### src/rtl/cnt_sched.sv
`default_nettype none
// ============================================================================
// Module      : cnt_sched
// Description : Round-robin scheduler sharing one up-counter as a tick timer
//               between two requesters; pulses DONE at the owner's target.
// Revision    : 1.0 - initial release
// ============================================================================
module cnt_sched #(
    parameter int WIDTH = 8
) (
    input  logic             CCK,
    input  logic             NRST,
    input  logic             TICK,
    input  logic [1:0]       REQ,
    input  logic [WIDTH-1:0] TGT0,
    input  logic [WIDTH-1:0] TGT1,
    input  logic [1:0]       PERIODIC,
    output logic [1:0]       GNT,
    output logic [1:0]       DONE,
    output logic             BUSY,
    output logic             CNT_NCCLR,
    output logic             CNT_NCCKEN,
    input  logic [WIDTH-1:0] CNT_QDATA
);

    typedef enum logic [1:0] {
        S_IDLE = 2'd0,
        S_CLR  = 2'd1,
        S_RUN  = 2'd2,
        S_FIN  = 2'd3
    } state_t;

    state_t           r_state;
    logic             r_owner;
    logic             r_last;
    logic             r_periodic;
    logic [WIDTH-1:0] r_tgt;

    logic w_winner;
    logic w_owner_req;
    logic w_terminal;

    // On a tie the requester that did not win last time takes the grant.
    assign w_winner    = (REQ == 2'b10) || ((REQ == 2'b11) && !r_last);
    assign w_owner_req = REQ[r_owner];
    assign w_terminal  = (r_state == S_RUN) && TICK && (CNT_QDATA == r_tgt);

    // Counter controls; reset forces a clear so the counter tracks the block.
    always_comb begin
        CNT_NCCLR  = 1'b1;
        CNT_NCCKEN = 1'b1;
        if (!NRST) begin
            CNT_NCCLR  = 1'b0;
            CNT_NCCKEN = 1'b0;
        end else begin
            case (r_state)
                S_CLR: begin
                    CNT_NCCLR  = 1'b0;
                    CNT_NCCKEN = 1'b0;
                end
                S_RUN: begin
                    CNT_NCCKEN = ~TICK;
                    CNT_NCCLR  = ~w_terminal;
                end
                default: begin
                    CNT_NCCLR  = 1'b1;
                    CNT_NCCKEN = 1'b1;
                end
            endcase
        end
    end

    always_ff @(posedge CCK) begin
        if (!NRST) begin
            r_state    <= S_IDLE;
            r_owner    <= 1'b0;
            r_last     <= 1'b1;
            r_periodic <= 1'b0;
            r_tgt      <= '0;
            GNT        <= 2'b00;
            DONE       <= 2'b00;
            BUSY       <= 1'b0;
        end else begin
            DONE <= 2'b00;
            case (r_state)
                S_IDLE: begin
                    if (|REQ) begin
                        r_owner    <= w_winner;
                        r_last     <= w_winner;
                        r_tgt      <= w_winner ? TGT1 : TGT0;
                        r_periodic <= PERIODIC[w_winner];
                        GNT        <= w_winner ? 2'b10 : 2'b01;
                        BUSY       <= 1'b1;
                        r_state    <= S_CLR;
                    end
                end
                S_CLR: begin
                    if (!w_owner_req) begin
                        GNT     <= 2'b00;
                        BUSY    <= 1'b0;
                        r_state <= S_IDLE;
                    end else begin
                        r_state <= S_RUN;
                    end
                end
                S_RUN: begin
                    // A dropped request wins over a terminal in the same cycle.
                    if (!w_owner_req) begin
                        GNT     <= 2'b00;
                        BUSY    <= 1'b0;
                        r_state <= S_IDLE;
                    end else if (w_terminal) begin
                        DONE <= r_owner ? 2'b10 : 2'b01;
                        if (!r_periodic) begin
                            r_state <= S_FIN;
                        end
                    end
                end
                S_FIN: begin
                    if (!w_owner_req) begin
                        GNT     <= 2'b00;
                        BUSY    <= 1'b0;
                        r_state <= S_IDLE;
                    end
                end
                default: begin
                    r_state <= S_IDLE;
                end
            endcase
        end
    end

endmodule
`default_nettype wire

### config.mk
export PLATFORM = sky130hd
export DESIGN_NAME = cnt_sched
export DESIGN_NICKNAME = d
export VERILOG_FILES = /design/src/rtl/cnt_sched.sv
export SDC_FILE = /design/constraint.sdc
export NUM_CORES = 1
export LEC_CHECK = 0
export BUFFER_PORTS_ARGS = -buffer_cell sky130_fd_sc_hd__buf_2
export CAP_MARGIN = 20
export CORE_MARGIN = 8
export CORE_UTILIZATION = 49
export DETAILED_ROUTE_END_ITERATION = 10
export PLACE_DENSITY_LB_ADDON = 0.08
export SETUP_SLACK_MARGIN = 0.4
export SLEW_MARGIN = 20
export SYNTH_ARGS = -nofsm -noshare
export SYNTH_HDL_FRONTEND = slang
export SYNTH_SLANG_ARGS = --single-unit
### constraint.sdc
create_clock -name CCK -period 2.53 [get_ports CCK]
set_input_delay 0.6325 -clock CCK [delete_from_list [all_inputs] [get_ports CCK]]
set_output_delay 0.6325 -clock CCK [all_outputs]
set_load 0.02 [all_outputs]
## After elaboration in Yosys (flattened, before gate mapping)

Cells that the tools add are included.

- Output and inout port bits: 7
- Logic and storage cells: 58
- Bits of input ports: 31
- Register bits: 18

- Eq/ne operators: 11
- Bitwise logic cells: 2
- $lt $le $gt $ge: 2
- Muxes and demuxes: 23
- Reductions and logical operators: 12

Operator list:

| cell | count |
|---|---|
| $mux 2 | 9 |
| $eq 2x2->1 const B | 4 |
| $eq 8x8->1 | 1 |
| $mux 1 | 8 |
| $mux 8 | 1 |
| $pmux 2 s4 | 1 |
| $reduce_and 4->1 | 2 |
| $ne 2x2->1 const B | 3 |
| $ne 3x3->1 const B | 2 |
| $pmux 1 s2 | 3 |
| $lt 1x2->1 const B | 2 |
| $pmux 2 s2 | 1 |
| $reduce_and 2->1 | 2 |
| $logic_and 1x1->1 | 3 |
| $reduce_or 3->1 | 1 |
| $eq 2x1->1 const B | 1 |
| $logic_not 2->1 | 1 |
| $not 1->1 | 2 |
| $reduce_or 2->1 | 1 |
| $logic_not 1->1 | 1 |
| $logic_or 1x1->1 | 1 |

## Logic depth before layout (Yosys ltp)

- Depth in word-level cells: 6
- Mapped depth: 5
- Mapped depth without buffers: 4

## Least setup slack after synthesis

Ideal clock, no wire load.

- Path type: input-to-output
- From: in NRST
- To: out CNT_NCCLR
- Data required time: 1898 ps
- Setup slack: 624 ps
- Data arrival time: 1274 ps
- Path buffers: 1
- Stages on the path: 3
- Path through: clkbuf_1 -> o21ai_0 -> o21ba_2

- Word-level cells in the longest chain between the ends: 1

Ends and longest elaborated chain:

| item | line | text |
|---|---|---|
| start, declared | 12 | `input logic NRST,` |
| $mux 1 | 52 | `if (!NRST) begin` |
| end, declared | 21 | `output logic CNT_NCCLR,` |

Every way passes these cells.

## Final worst setup path

- From: in CNT_QDATA[5]
- To: out CNT_NCCLR

- Word-level cells in the longest chain between the ends: 5

Ends and longest elaborated chain:

| item | line | text |
|---|---|---|
| start, declared | 23 | `input logic [WIDTH-1:0] CNT_QDATA` |
| $eq 8x8->1 | 46 | `assign w_terminal = (r_state == S_RUN) && TICK && (CNT_QDATA == r_tgt);` |
| $logic_and 1x1->1 | 46 |  |
| $not 1->1 | 63 | `CNT_NCCLR = ~w_terminal;` |
| $pmux 1 s2 | 56 | `case (r_state)` |
| $mux 1 | 52 |  |

Every way passes these cells.

==> run_results.csv <==
group,metric,value,unit
routing,ant_nets,0,
power_and_ir_drop,power_density,549,nW/um^2
global_routing,grt_util_met1,13.7,%
sta,tightest_slew,593,ps
synth,synthFlopType,"dfxtp_1",
synth,synth_top_area_cell,"dfxtp_1",
clocking,cts_root_buf,"clkbuf_4",
clocking,cts_buffers,3,
synth,synth_edf_count,0,
power_and_ir_drop,total_power,622,uW
synth,async_flop_share,0,%
floorplan,rows,15,
worst_setup_path,crit_path_end_kind,"output port",
run_status,status,"finished clean",
global_routing,first_global_vias,875,
synth,synth_top_area_share,41.3,%
worst_setup_path,critical_path_class,"input pin to output port",
global_routing,use_met3,4.42,%
clocking,worstSkewPairLatency,290,ps
routing,wl_per_cell,12.9,um
worst_setup_path,crit_chain,"buf_2 > xor2_1 > nor2_1 > nand4_1 > o21ba_2 > buf_6",
synth,yosysMostFrequentCell,"dfxtp_1",
floorplan,start_util,51.1,%
global_routing,grt_pass1_wl,3480,um
global_routing,overflow,0,
placement,portBuffers,37,
sta,slew_violations,0,
worst_setup_path,crit_start,"CNT_QDATA[5]",
synth,synth_warnings,0,
sta,max_freq,0.487,GHz
final_layout,stdcell_count,161,
worst_setup_path,r2r_end,"r_periodic$_SDFFE_PN0P_",
floorplan,die_area,3390,um^2
power_and_ir_drop,ir_drop,0.404,mV
synth,synth_top_family_by_area,"compound AO/OA/AOI/OAI gates",
global_routing,grt_antenna_before_repair,0,
min_path,hold_path.class,"flip-flop to flip-flop",
job,max-cap-violations,0,
synth,synth_xor_area_share,8.03,%
synth,synth_simple_gate_area_share,12.5,%
synth,synthAdderAreaFrac,0,%
global_routing,track_usage,13.1,%
synth,synth_seq_cells,18,
sta,fin_skew,1.50,ps
clocking,holdBufCountCts,0,
final_layout,final_nets,169,
floorplan,die_width,58.2,um
worst_setup_path,crit_slowest_cell,"o21ba_2",
final_layout,regArea,362,um^2
clocking,cts.clk_slew.worst_paths,100,ps
floorplan,die_height,58.2,um
sta,slew_headroom,60.5,%
sta,hold_violations,0,
routing,drt_iter0_markers,9,
floorplan,design.core.area,1710,um^2
worst_setup_path,r2r-start,"r_state[0]$_SDFFE_PN0P_",
worst_setup_path,crit_fanout,2,
final_layout,drive_above_1_share,36.8,%
clocking,htreeDepth,1,
synth,synth_common_cells,"dfxtp_1 (18), o21ai_0 (14), a21oi_1 (12)",
min_path,hold_end,"GNT[1]$_SDFFE_PN0P_",
sta,setup_viol,0,
worst_setup_path,regToRegSetupSlack,1030,ps
final_layout,n_fill_cell,142,
synth,synthCells,96,
floorplan,ios,38,
sta,post-route-period-util,81.1,%
worst_setup_path,required,1900,ps
min_path,min_from,"GNT[1]$_SDFFE_PN0P_",
worst_setup_path,start_kind,"input pin",
power_and_ir_drop,p_leak,0.503,nW
placement,dp_slack,370,ps
final_layout,antennaDiodeCount,0,
placement,gp_congestion,0.723,
synth,syn_nets,127,
final_layout,area_growth,30.0,%
clocking,clk_path_buf_depth,2,
synth,netlist_area,872,um^2
routing,vias,836,
sta,post-route-min-period,2050,ps
synth,synth_compound_area_share,21.7,%
sta,grt_setup_unrepaired,"false",
clocking,cts_tree,"yes",
worst_setup_path,cpPeakStageDelay,240,ps
sta,setup_tns,0,ps
synth,syn_area_per_cell,9.08,um^2
synth,seq_area_frac_synth,41.3,%
routing,drt_wl_total,2080,um
placement,placed_area,1070,um^2
synth,synth_cell_types,27,
min_path,holdPathStages,2,
routing,routed_via_density,5.19,
global_routing,grt_util_met2,22.3,%
synth,yosys-top-cells-area,"dfxtp_1 (41%), mux2i_1 (11%), o21ai_0 (8.0%)",
global_routing,busiest_layer,"met2",
worst_setup_path,rr_worst_depth,4,
placement,hpwl,1590,um
routing,drc,0,
global_routing,grt_max_degree,21,
worst_setup_path,arrival,1420,ps
sta,setup_ws,479,ps
synth,synth.area.mux_share,12.8,%
placement,place_inst,155,
routing,firstDrtPassIters,2,
final_layout,fin_area,1130,um^2
clocking,cts_sinks,18,
final_layout,multi_input_area,479,um^2
-- state kept, by name (all words and copies together) (netlist names) --
register    count
r_periodic      1
r_last          1
r_tgt           8
BUSY            1
r_owner         1
r_state         2
GNT             2
DONE            2
-- cell usage in the layout, fill, tap and decap left out, types with 2 or more instances in the layout --
cell / Yosys / routed
xnor2_1: 6 / 6
buf_4: 0 / 5
dfxtp_1: 18 / 17
nor2_1: 3 / 3
buf_6: 1 / 2
nand4_1: 2 / 2
and3_1: 4 / 4
xor2_1: 2 / 2
nor3_1: 2 / 2
a21boi_0: 2 / 2
o21ai_0: 14 / 14
nand3_1: 3 / 3
mux2i_1: 10 / 10
clkbuf_4: 0 / 3
a21oi_1: 12 / 12
buf_2: 1 / 35
o21a_1: 2 / 2
nand2_1: 2 / 2
-- cells by family (layout without fill, tap and decap cells) --
group	after synthesis	after routing
AOI/OAI and AO/OA	33	33
xor gates and xnor gates	8	8
buffers and inverters	6	46
DFF	18	18
muxes	11	11
and+or+nand+nor	20	20
-- critical path: cells and delay by family --
kind                   cells  cell delay (ps)
AO/OA/AOI/OAI              1              240
buffers and inverters      2              220
AND/OR/NAND/NOR            2              190
XOR/XNOR                   1              130
-- report_power, final --
group          internal, mW  total (mW)  switching (mW)
Clock                0.0554       0.140          0.0848
Combinational        0.0751       0.153          0.0775
Sequential            0.311       0.329          0.0184
Total                 0.441       0.622           0.181
-- per-layer routing --
metal | part of all wire, % | vias to the layer above
li1 | - | 428
met1 | 44 | 373
met2 | 46 | 29
met3 | 6.5 | 6
met4 | 2.9 | 0
met5 | 0 | -
-- metrics by stage --
| stage | hold WS [ps] | util (%) |
|---|---|---|
| 4_1_cts | 490 | 65.1 |
| 2_1_floorplan | 478 | - |
| 3_3_place_gp | 459 | 62.9 |
| 5_1_grt | 532 | 66.4 |
| 3_5_place_dp | 476 | 62.9 |
| 6_report | 479 | 66.4 |
-- worst max-delay path by stage --
stage,end,slack (ps),cells after the start
2_1_floorplan,CNT_NCCLR,620,3
3_3_place_gp,CNT_NCCLR,390,6
3_5_place_dp,CNT_NCCLR,370,5
4_1_cts,CNT_NCCLR,450,5
5_1_grt,CNT_NCCLR,400,5
6_report,CNT_NCCLR,480,6
-- cell type report --
class,instances,share of cell area (%)
Clock buffer,3,1.99
Tap cell,25,2.76
Inverter,1,0.331
Multi-Input combinational cell,72,42.3
Timing Repair Buffer,42,20.8
Sequential cell,18,31.9
-- timing repair --
item	in CTS	in global routing
setup buffers	2	1
resized for setup	0	4
pin swaps	2	2
setup endpoints to repair	1	1
(Power assumes the default switching activity.)
